`config.mk`:
```
export PLATFORM = sky130hd
export DESIGN_NAME = rst_seq_ctrl
export DESIGN_NICKNAME = d
export VERILOG_FILES = /design/src/rtl/rst_seq_pkg.sv /design/src/rtl/rst_seq_ctrl_sync.sv /design/src/rtl/rst_seq_ctrl.sv
export SDC_FILE = /design/constraint.sdc
export NUM_CORES = 1
export LEC_CHECK = 0
export CORE_ASPECT_RATIO = 0.7
export CORE_MARGIN = 1.5
export CORE_UTILIZATION = 33
export CTS_CLUSTER_SIZE = 8
export DETAILED_ROUTE_END_ITERATION = 7
export GPL_TIMING_DRIVEN = 0
export HOLD_SLACK_MARGIN = 0.05
export RECOVER_POWER = 50
export SKIP_LAST_GASP = 1
export SYNTH_ARGS = -nofsm -noshare
export SYNTH_HDL_FRONTEND = slang
export SYNTH_SLANG_ARGS = --single-unit
export TNS_END_PERCENT = 100
```
`constraint.sdc`:
```
create_clock -name clk -period 0.8 [get_ports clk]
set_input_delay 0.24 -clock clk [delete_from_list [all_inputs] [get_ports clk]]
set_output_delay 0.24 -clock clk [all_outputs]
set_load 0.05 [all_outputs]
```
`src/rtl/rst_seq_pkg.sv`:
```
// Shared types and helpers for the reset sequencer: FSM state encoding and
// the width of the shared hold/stage/watchdog counter.
package rst_seq_pkg;

  typedef enum logic [1:0] {
    HOLD = 2'd0,
    REL  = 2'd1,
    RUN  = 2'd2
  } state_e;

  function automatic int unsigned cnt_width(input int unsigned hold_cyc,
                                            input int unsigned stage_dly,
                                            input int unsigned wdt_cyc);
    int unsigned m;
    m = hold_cyc;
    if (stage_dly > m) m = stage_dly;
    if (wdt_cyc > m)   m = wdt_cyc;
    return $clog2(m + 1);
  endfunction

endpackage

```
`src/rtl/rst_seq_ctrl_sync.sv`:
```
// Two-flop reset synchroniser: asserts asynchronously with rst_asyn,
// deasserts on the second clk edge after rst_asyn rises.
module rst_sync_2ff (
  input  logic clk,
  input  logic rst_asyn,
  output logic rst_s
);

  logic meta_q, meta_d;
  logic sync_q, sync_d;

  always_comb begin
    meta_d = 1'b1;
    sync_d = meta_q;
  end

  always_ff @(posedge clk or negedge rst_asyn) begin
    if (!rst_asyn) begin
      meta_q <= 1'b0;
      sync_q <= 1'b0;
    end else begin
      meta_q <= meta_d;
      sync_q <= sync_d;
    end
  end

  assign rst_s = sync_q;

endmodule

```
`src/rtl/rst_seq_ctrl.sv`:
```
// Reset sequencer: holds all domain resets, then releases them one by one in
// bit order; optional watchdog built when RST_SEQ_WDT_EN is defined.
module rst_seq_ctrl
  import rst_seq_pkg::*;
#(
  parameter int unsigned N_DOM     = 3,
  parameter int unsigned HOLD_CYC  = 16,
  parameter int unsigned STAGE_DLY = 4,
  parameter int unsigned WDT_CYC   = 1024
) (
  input  logic             clk,
  input  logic             rst_asyn,
  input  logic             sw_rst_req,
  input  logic             wdt_kick,
  output logic [N_DOM-1:0] rst_n_out,
  output logic             busy,
  output logic             done,
  output logic             wdt_evt
);

  localparam int unsigned CW = cnt_width(HOLD_CYC, STAGE_DLY, WDT_CYC);
  localparam int unsigned SW = (N_DOM > 1) ? $clog2(N_DOM) : 1;
  localparam logic [CW-1:0] HOLD_LAST  = CW'(HOLD_CYC - 1);
  localparam logic [CW-1:0] STAGE_LAST = CW'(STAGE_DLY - 1);
`ifdef RST_SEQ_WDT_EN
  localparam logic [CW-1:0] WDT_LAST   = CW'(WDT_CYC - 1);
`else
  logic wdt_kick_unused;
  assign wdt_kick_unused = wdt_kick;
`endif

  logic             rst_s;
  state_e           state_q, state_d;
  logic [CW-1:0]    cnt_q, cnt_d;
  logic [SW-1:0]    stage_q, stage_d;
  logic [N_DOM-1:0] rst_n_q, rst_n_d;
  logic             done_q, done_d;
  logic             wdt_evt_q, wdt_evt_d;

  rst_sync_2ff u_rst_sync (
    .clk      (clk),
    .rst_asyn (rst_asyn),
    .rst_s    (rst_s)
  );

  always_ff @(posedge clk or negedge rst_s) begin
    if (!rst_s) begin
      state_q   <= HOLD;
      cnt_q     <= '0;
      stage_q   <= '0;
      rst_n_q   <= '0;
      done_q    <= 1'b0;
      wdt_evt_q <= 1'b0;
    end else begin
      state_q   <= state_d;
      cnt_q     <= cnt_d;
      stage_q   <= stage_d;
      rst_n_q   <= rst_n_d;
      done_q    <= done_d;
      wdt_evt_q <= wdt_evt_d;
    end
  end

  // One counter serves the hold, the stage gaps and (in RUN) the watchdog.
  always_comb begin
    state_d   = state_q;
    cnt_d     = cnt_q;
    stage_d   = stage_q;
    rst_n_d   = rst_n_q;
    done_d    = 1'b0;
    wdt_evt_d = 1'b0;
    unique case (state_q)
      HOLD: begin
        if (cnt_q == HOLD_LAST) begin
          rst_n_d[0] = 1'b1;
          cnt_d      = '0;
          stage_d    = SW'(1);
          state_d    = (N_DOM == 1) ? RUN : REL;
          done_d     = (N_DOM == 1);
        end else begin
          cnt_d = cnt_q + 1'b1;
        end
      end
      REL: begin
        if (sw_rst_req) begin
          state_d = HOLD;
          cnt_d   = '0;
          rst_n_d = '0;
        end else if (cnt_q == STAGE_LAST) begin
          for (int unsigned i = 1; i < N_DOM; i++) begin
            if (stage_q == SW'(i)) rst_n_d[i] = 1'b1;
          end
          cnt_d = '0;
          if (stage_q == SW'(N_DOM - 1)) begin
            state_d = RUN;
            done_d  = 1'b1;
          end else begin
            stage_d = stage_q + 1'b1;
          end
        end else begin
          cnt_d = cnt_q + 1'b1;
        end
      end
      RUN: begin
        if (sw_rst_req) begin
          state_d = HOLD;
          cnt_d   = '0;
          rst_n_d = '0;
        end
`ifdef RST_SEQ_WDT_EN
        else if (wdt_kick) begin
          cnt_d = '0;
        end else if (cnt_q == WDT_LAST) begin
          wdt_evt_d = 1'b1;
          state_d   = HOLD;
          cnt_d     = '0;
          rst_n_d   = '0;
        end else begin
          cnt_d = cnt_q + 1'b1;
        end
`endif
      end
      default: begin
        state_d = HOLD;
        cnt_d   = '0;
        rst_n_d = '0;
      end
    endcase
  end

  always_comb begin
    rst_n_out = rst_n_q;
    busy      = ~(&rst_n_q);
    done      = done_q;
    wdt_evt   = wdt_evt_q;
  end

endmodule

```
==> impl_metrics.tcl, run 1 <==
set metrics [dict create \
    period_share 1.99 \
    final_common_cell "nand2_1" \
    hp-class "register to asynchronous set/reset pin" \
    power_uw 4590 \
    antenna_found_initial 0 \
    wl_per_cell_microns 15.1 \
    synthToLayoutAreaGrowth_pct 45.4 \
    max_freq_mhz 627 \
    fin_hold_ws_ns 0.198 \
    finalCriticalPeriod_ns 1.59 \
    status "finished, violations left" \
    clk_pin_slew_ns 0.08 \
    synth_nets 131 \
    fin_nets 163 \
    nFillCells 345 \
    synth_edf_count 0 \
    design.die.area_sq_um 4030 \
    cp.required_ns 0.95 \
    rsz0062_at_grt "yes" \
    numCtsBuffers 3 \
    drtIter0Drc 54 \
    cts_sinks 21 \
    grt_pass1_vias 1077 \
    crit_chain "nor4_4 > buf_6 > a31oi_4 > clkbuf_16 > o22ai_1 > nand2_1" \
    yosys_most_used_dff "dfrtp_1" \
    cpMaxStageDelayCell "dfrtp_2" \
    clockBufferDepth 2 \
    maxSlewViolCount 0 \
    hpwlAfterDp_microns 1890 \
    fp-row-count 18 \
    num_vias 1082 \
    via_per_inst 5.28 \
    drc 0 \
    hold_viol 0 \
    final_cell_mix "nand2_1 (15), buf_4 (14), dfrtp_1 (14)" \
    fp.dieH_microns 53.6 \
    synthArstFlopShare 1.00 \
    reg2reg_to "cnt_q[8]$_DFFE_PN0P_" \
    routabilityCongestion 0.788 \
    netlist.area_leader.share 0.436 \
    coreArea_sq_um 3510 \
    final.setup_skew_ns 0.00545 \
    antenna_left 0 \
    numPortBuffers 7 \
    clk_latency_ns 0.26 \
    violations "negative setup slack" \
    startpoint_type "register" \
    synthTopCellsByArea "dfrtp_1 (44%), nand2_1 (4.7%), a22oi_2 (3.1%), ha_1 (3.1%), nor2_1 (3.1%)" \
    slowest_delay_ns 0.43 \
    synth.largest_area_cell "dfrtp_1" \
    synth-seq-cells 21 \
    setup_viol 24 \
    grt_overflow_total 0 \
    cap_violations 0 \
    drt-total-wl_microns 3100 \
    r2r_cells 6 \
    cp-end-kind "register" \
    crit_type "register to register" \
    num_antenna_cells 0 \
    fp.dieW_microns 75.3 \
    postLayoutCellArea_sq_um 1750 \
    power_density_nw_per_um2 2620 \
    cts_tree "yes" \
    r2r_setup_slack_ns -0.79 \
    dr.pass1.iters 4 \
    yosysWarnings 0 \
    peakVddDrop_v 0.00139 \
    grtUsageTotal 0.170 \
    crit_arrival_ns 1.75 \
    netlist_instances 124 \
    io_pins 10 \
    syn-cell-area_sq_um 1210 \
    fin_ws_ns -0.795 \
    postCtsHoldBufs 0 \
    cp_max_fo 7 \
    drive_gt1_frac 0.465 \
    grt_max_degree 20 \
    grt_pass1_wl_microns 5010 \
    yosysUniqueCellTypes 44 \
    placed_area_sq_um 1370 \
    yosysSeqAreaShare 0.436 \
    root_buffer "clkbuf_8" \
    h-tree-depth 1 \
    p_leak_uw 0.000738 \
    reg2reg_from "cnt_q[4]$_DFFE_PN0P_" \
    postSynthAreaPerCell_sq_um 9.73 \
    start_util 0.343 \
]
## worst max-delay path by stage
| stage | startpoint | slack, ns | endpoint |
|---|---|---|---|
| final | cnt_q[4]$_DFFE_PN0P_ | -0.79 | cnt_q[8]$_DFFE_PN0P_ |
| after global routing | cnt_q[1]$_DFFE_PN0P_ | -0.86 | cnt_q[5]$_DFFE_PN0P_ |
| after CTS | state_q[1]$_DFFE_PN0P_ | -0.80 | cnt_q[9]$_DFFE_PN0P_ |
| after detailed placement | sw_rst_req | -1.18 | cnt_q[9]$_DFFE_PN0P_ |
| after global placement | sw_rst_req | -1.16 | cnt_q[9]$_DFFE_PN0P_ |
| after floorplan | cnt_q[7]$_DFFE_PN0P_ | -0.79 | stage_q[1]$_DFFE_PN0P_ |
## cells in the mapped netlist, drive strengths merged, types with 3 or more instances
cell type / instances
dfrtp: 21
nand2: 15
nor2: 10
o21ai: 8
inv: 7
buf: 5
nand3: 5
o22ai: 5
a22oi: 4
and2: 4
nor3: 4
a21oi: 3
ha: 3
nor4: 3
## through the flow
step	setup TNS, ns	utilization	worst slack, ns	std cells
6_report	-14.91	0.499	-0.795	205
5_1_grt	-16.59	0.499	-0.864	205
4_1_cts	-15.34	0.459	-0.796	202
3_5_place_dp	-24.46	0.391	-1.18	181
3_3_place_gp	-23.54	0.391	-1.16	181
2_1_floorplan	-13.27	-	-0.787	124
## report_power, final
part | total (uW) | switching [uW] | leakage [uW] | internal, uW
Combinational | 2230 | 1060 | 0.000454 | 1170
Sequential | 1650 | 340 | 0.000261 | 1310
Clock | 712 | 357 | 0.0000228 | 355
Total | 4590 | 1750 | 0.000738 | 2830
## flip-flops by register name, indices dropped and copies added, names as in the netlist
| register | flops |
|---|---|
| u_rst_sync.rst_s | 1 |
| done | 1 |
| stage_q | 2 |
| rst_n_out | 3 |
| u_rst_sync.meta_q | 1 |
| cnt_q | 11 |
| state_q | 2 |
## worst max-delay path, delay by kind of cell, from the launching register on
family                 cells  cell delay [ns]
buffers and inverters      2             0.37
AND/OR/NAND/NOR            2             0.36
AO/OA/AOI/OAI              2             0.33
flip-flops                 1             0.43
## layer usage
layer	global-route usage	part of all wire	vias up
met5	0	0	-
met4	0.0506	0.0042	0
met3	0.0393	0.032	2
met2	0.258	0.47	21
met1	0.243	0.50	545
li1	-	-	514
## area by class of cell
class                      instances  area (sq um)  area share
sequential                        21           534       0.305
timing repair buffer              29           300       0.171
tap                               50          62.6      0.0357
clock buffer                       4          45.0      0.0257
multi-input combinational         91           752       0.429
inverter                           7          26.3      0.0150
buffer                             3          33.8      0.0193
## repair_timing
action                                  in CTS  in global routing
resized for setup                           48                 27
pin swaps                                   14                 13
endpoints found under the setup margin      43                 24
gates cloned                                 1                  1
buffers inserted                            16                  4
## cells by family (layout without fill, tap and decap cells)
group                    after synthesis  after routing  share of synthesized area
AND/OR/NAND/NOR                       51             51                      0.238
AO/OA/AOI/OAI                         33             33                      0.214
flip-flops                            21             21                      0.436
buffers and inverters                 12             43                     0.0591
adder cells (fa/ha/maj)                4              4                     0.0394
other                                  2              2                    0.00623
multiplexers                           1              1                    0.00830
Power figures use the tool's default switching activity.
==> run 2, diff against run 1 <==
clock period = 1.3 ns   (was 0.8 ns; I/O delays follow)
==> run 2 against run 1 <==
The flow still finishes with violations (negative setup slack). Sequential cell count did not move. Clock-buffer cell count is the same. Setup slack improved by 0.47 ns. Die area unchanged. Largest power group unchanged. Wire length is 8.1% lower. Via count is 1.8% lower. First-iteration DRC count is 19% lower.
==> impl_metrics.tcl, run 2 (synthesized netlist as in run 1, its figures left out) <==
set metrics [dict create \
    largest_reg_flops 11 \
    hold_viol 0 \
    fin_hold_ws_ns 0.330 \
    wl_per_cell_microns 13.6 \
    cpMaxStageDelayCell "dfrtp_1" \
    violations "negative setup slack" \
    slowest_delay_ns 0.42 \
    grt_overflow_total 0 \
    crit_family "compound AO/OA/AOI/OAI gates" \
    via_per_inst 5.08 \
    drtIter0Drc 44 \
    crit_chain "ha_4 > nor3b_4 > a31oi_4 > buf_6 > o211ai_1 > a22oi_2" \
    postLayoutCellArea_sq_um 1730 \
    fin_nets 167 \
    cp.required_ns 1.44 \
    p_leak_uw 0.000739 \
    fp.dieH_microns 53.6 \
    io_pins 10 \
    drt-total-wl_microns 2850 \
    power_density_nw_per_um2 1560 \
    fp.dieW_microns 75.3 \
    max_freq_mhz 615 \
    status "finished, violations left" \
    peakVddDrop_v 0.00135 \
    final_cell_mix "buf_4 (20), nand2_1 (15), dfrtp_1 (15)" \
    h-tree-depth 1 \
    final_common_cell "buf_4" \
    cap_violations 0 \
    cts_sinks 21 \
    cp_max_fo 6 \
    num_antenna_cells 0 \
    crit_buf_inv 1 \
    synthToLayoutAreaGrowth_pct 43.5 \
    dr.pass1.iters 4 \
    finalCriticalPeriod_ns 1.63 \
    rsz0062_at_grt "yes" \
    period_share 1.25 \
    antenna_found_initial 0 \
    cts_tree "yes" \
    final_util 0.493 \
    start_util 0.343 \
    grt_pass1_wl_microns 4650 \
    crit_arrival_ns 1.76 \
    regMostFlops "cnt_q" \
    coreArea_sq_um 3510 \
    drc 0 \
    numCtsBuffers 3 \
    clockBufferDepth 2 \
    hpwlAfterDp_microns 1770 \
    design.die.area_sq_um 4030 \
    crit_type "register to register" \
    grtUsageTotal 0.156 \
    clk_latency_ns 0.25 \
    root_buffer "clkbuf_8" \
    routabilityCongestion 0.795 \
    worst_pin_slew_ns 0.786 \
    num_vias 1062 \
    cp-end-kind "register" \
    final.setup_skew_ns 0.00229 \
    hp-class "register to asynchronous set/reset pin" \
    placed_area_sq_um 1360 \
    fp-row-count 18 \
    clk_pin_slew_ns 0.07 \
    setup_viol 19 \
    grt_max_degree 20 \
    maxSlewViolCount 0 \
    numPortBuffers 7 \
    drive_gt1_frac 0.453 \
    max_slew_margin 0.476 \
    grt_pass1_vias 955 \
    startpoint_type "register" \
    nFillCells 324 \
    antenna_left 0 \
    fin_ws_ns -0.327 \
]
run 2: cell count changes in the layout (fill, tap and decap cells not counted), moves of 2 or more:
cell,previous run,this run
o21ai_0,2,0
o22ai_1,1,4
buf_4,14,20
nand3_2,1,3
o22ai_2,3,1
o21ai_2,4,2
o21ai_1,2,6
run 2: area by class of cell:
type	count	area, sq um	share of cell area
multi-input cells	91	734	0.424
flip-flops and latches	21	533	0.308
inverters	7	26.3	0.0152
repair buffers	33	299	0.173
clock buffers	4	45.0	0.0260
plain buffers	3	30.0	0.0174
well taps	50	62.6	0.0362
run 2: worst paths after layout:
kind	from	to	slack [ns]	depth (start not counted)
worst max-delay path	cnt_q[1]$_DFFE_PN0P_	cnt_q[10]$_DFFE_PN0P_	-0.33	6
worst min-delay path	u_rst_sync.rst_s$_DFF_PN0_	stage_q[1]$_DFFE_PN0P_	0.33	0
worst max register to register	cnt_q[1]$_DFFE_PN0P_	cnt_q[10]$_DFFE_PN0P_	-0.33	6
worst min register to register	u_rst_sync.rst_s$_DFF_PN0_	stage_q[1]$_DFFE_PN0P_	0.33	0
max in group asynchronous	u_rst_sync.rst_s$_DFF_PN0_	cnt_q[8]$_DFFE_PN0P_	0.43	0
min in group clk	u_rst_sync.meta_q$_DFF_PN0_	u_rst_sync.rst_s$_DFF_PN0_	0.36	0
run 2: repair_timing:
action                     CTS  global route
cloned                       1             0
hold buffers                 0             0
resized for setup           48            26
setup buffers               16             9
setup endpoints to repair   24            20
pin swaps                   15            13
run 2: stage by stage:
stage                     total power, uW  std cells  setup slack [ns]  setup TNS, ns
after floorplan                      1610        124            -0.287          -3.55
after global placement               1780        181            -0.808         -12.94
after detailed placement             1820        181            -0.817         -13.15
after CTS                            2510        201            -0.323          -4.88
after global routing                 2880        209            -0.412          -5.94
final                                2690        209            -0.327          -4.37
run 2: where the power goes:
| part | switching, uW | leakage (uW) | internal, uW |
|---|---|---|---|
| combinational | 632 | 0.000454 | 642 |
| sequential | 194 | 0.000262 | 804 |
| clock | 202 | 0.0000228 | 218 |
run 2: layer usage:
metal / vias to the layer above / part of all wire / global-route usage
met5: - / 0 / 0
met4: 0 / 0.0046 / 0.0179
met3: 2 / 0.057 / 0.0468
met2: 23 / 0.44 / 0.232
met1: 515 / 0.49 / 0.231
li1: 522 / - / -
==> run 3, diff against run 2 <==
clock period = 1.66 ns   (was 1.3 ns; I/O delays follow)
==> run 3 against run 2 <==
The flow now finishes without violations. Register-to-register slack improved by 0.36 ns. Combinational power decreased by 38%. Via count decreased by 4.8%. Sequential power decreased by 20%. Clock skew increased by 0.0027 ns. Worst hold slack improved by 0.0012 ns. First-iteration DRC count decreased by 11%. Total power decreased by 29%. Wire length decreased by 3.3%. Critical endpoint is now cnt_q[7]$_DFFE_PN0P_. Largest power group is now registers.
==> impl_metrics.tcl, run 3 (synthesized netlist as in run 1, its figures left out) <==
set metrics [dict create \
    cap_violations 0 \
    status "completed" \
    root_buffer "clkbuf_8" \
    rsz0062_at_grt "yes" \
    fp.dieH_microns 53.6 \
    numCtsBuffers 3 \
    crit_arrival_ns 1.80 \
    cp-end-kind "register" \
    io_pins 10 \
    tns_ns 0 \
    worst_pin_slew_ns 0.786 \
    grt_max_degree 20 \
    r2r_cells 6 \
    startpoint_type "input port" \
    cts_tree "yes" \
    max_slew_margin 0.476 \
    grt_pass1_vias 928 \
    cp_max_fo 7 \
    placed_area_sq_um 1340 \
    power_density_nw_per_um2 1250 \
    maxSlewViolCount 0 \
    drive_gt1_frac 0.324 \
    largest_reg_flops 11 \
    finalCriticalPeriod_ns 1.62 \
    grt_overflow_total 0 \
    fp.dieW_microns 75.3 \
    wl_per_cell_microns 13.9 \
    num_antenna_cells 0 \
    fp-row-count 18 \
    clockBufferDepth 2 \
    final_cell_mix "dfrtp_1 (16), nand2_1 (15), buf_4 (14)" \
    routabilityCongestion 0.836 \
    max_freq_mhz 616 \
    grtUsageTotal 0.149 \
    cp.required_ns 1.84 \
    dr.pass1.iters 4 \
    numPortBuffers 7 \
    p_leak_uw 0.000657 \
    hpwlAfterDp_microns 1770 \
    drc 0 \
    antenna_left 0 \
    clk_pin_slew_ns 0.08 \
    fin_hold_ws_ns 0.331 \
    hold_viol 0 \
    final.setup_skew_ns 0.00494 \
    crit_type "input port to register" \
    cts_sinks 21 \
    postLayoutCellArea_sq_um 1530 \
    regMostFlops "cnt_q" \
    antenna_found_initial 0 \
    drtIter0Drc 39 \
    period_share 0.978 \
    hp-class "register to asynchronous set/reset pin" \
    num_vias 1011 \
    setup_viol 0 \
    synthToLayoutAreaGrowth_pct 26.9 \
    clk_latency_ns 0.26 \
    via_per_inst 5.11 \
    start_util 0.343 \
    h-tree-depth 1 \
    power_uw 1910 \
    fin_nets 156 \
    grt_pass1_wl_microns 4500 \
    peakVddDrop_v 0.000614 \
    coreArea_sq_um 3510 \
    design.die.area_sq_um 4030 \
    drt-total-wl_microns 2760 \
    final_util 0.436 \
    final_common_cell "dfrtp_1" \
]
## run 3: per-layer routing
metal | routed length, microns | up-vias | track usage
met3 | 113 | 2 | 0.0449
li1 | - | 496 | -
met2 | 1190 | 18 | 0.221
met1 | 1440 | 495 | 0.219
met5 | 0 | - | 0
met4 | 11 | 0 | 0.0179
## run 3: final cells by class
| type | count | area [sq um] |
|---|---|---|
| clock buffer | 3 | 41.3 |
| timing repair buffer | 21 | 159 |
| buffer | 4 | 33.8 |
| sequential | 21 | 532 |
| fill | 359 | 1980 |
| inverter | 7 | 26.3 |
| tap | 50 | 62.6 |
| clock inverter | 1 | 5.00 |
| multi-input combinational | 91 | 671 |
## run 3: power breakdown
part	total (uW)	internal [uW]	switching (uW)
logic	786	371	415
clock network	332	167	165
registers	794	630	164
total	1910	1170	744
## run 3: critical path, stage by stage
cell	delay [ns]
clkdlybuf4s15_2	0.21
or3b_4	0.42
a31oi_4	0.29
buf_6	0.18
o21ai_1	0.07
a22oi_2	0.15
## run 3: metrics by stage
stage,setup slack (ns),cells
after floorplan,0.0180,124
after global placement,-0.546,181
after detailed placement,-0.581,181
after CTS,-0.108,195
after global routing,-0.0334,198
final,0.0372,198
## run 3: path summary, 6_finish.rpt
check	slack [ns]	start	to
hold reg to reg	0.33	u_rst_sync.rst_s$_DFF_PN0_	state_q[1]$_DFFE_PN0P_
setup reg to reg	0.04	cnt_q[7]$_DFFE_PN0P_	cnt_q[6]$_DFFE_PN0P_
hold / removal	0.33	u_rst_sync.rst_s$_DFF_PN0_	state_q[1]$_DFFE_PN0P_
setup / recovery	0.04	sw_rst_req	cnt_q[7]$_DFFE_PN0P_
max in group asynchronous	0.79	u_rst_sync.rst_s$_DFF_PN0_	cnt_q[6]$_DFFE_PN0P_
min in group clk	0.35	u_rst_sync.meta_q$_DFF_PN0_	u_rst_sync.rst_s$_DFF_PN0_
## run 3: timing repair
action	CTS	global route
endpoints found under the setup margin	18	17
pin swaps	3	2
endpoints found under the hold margin	0	0
gates resized for setup	18	18
hold buffers	0	0
gates cloned	2	0
setup buffers	8	4
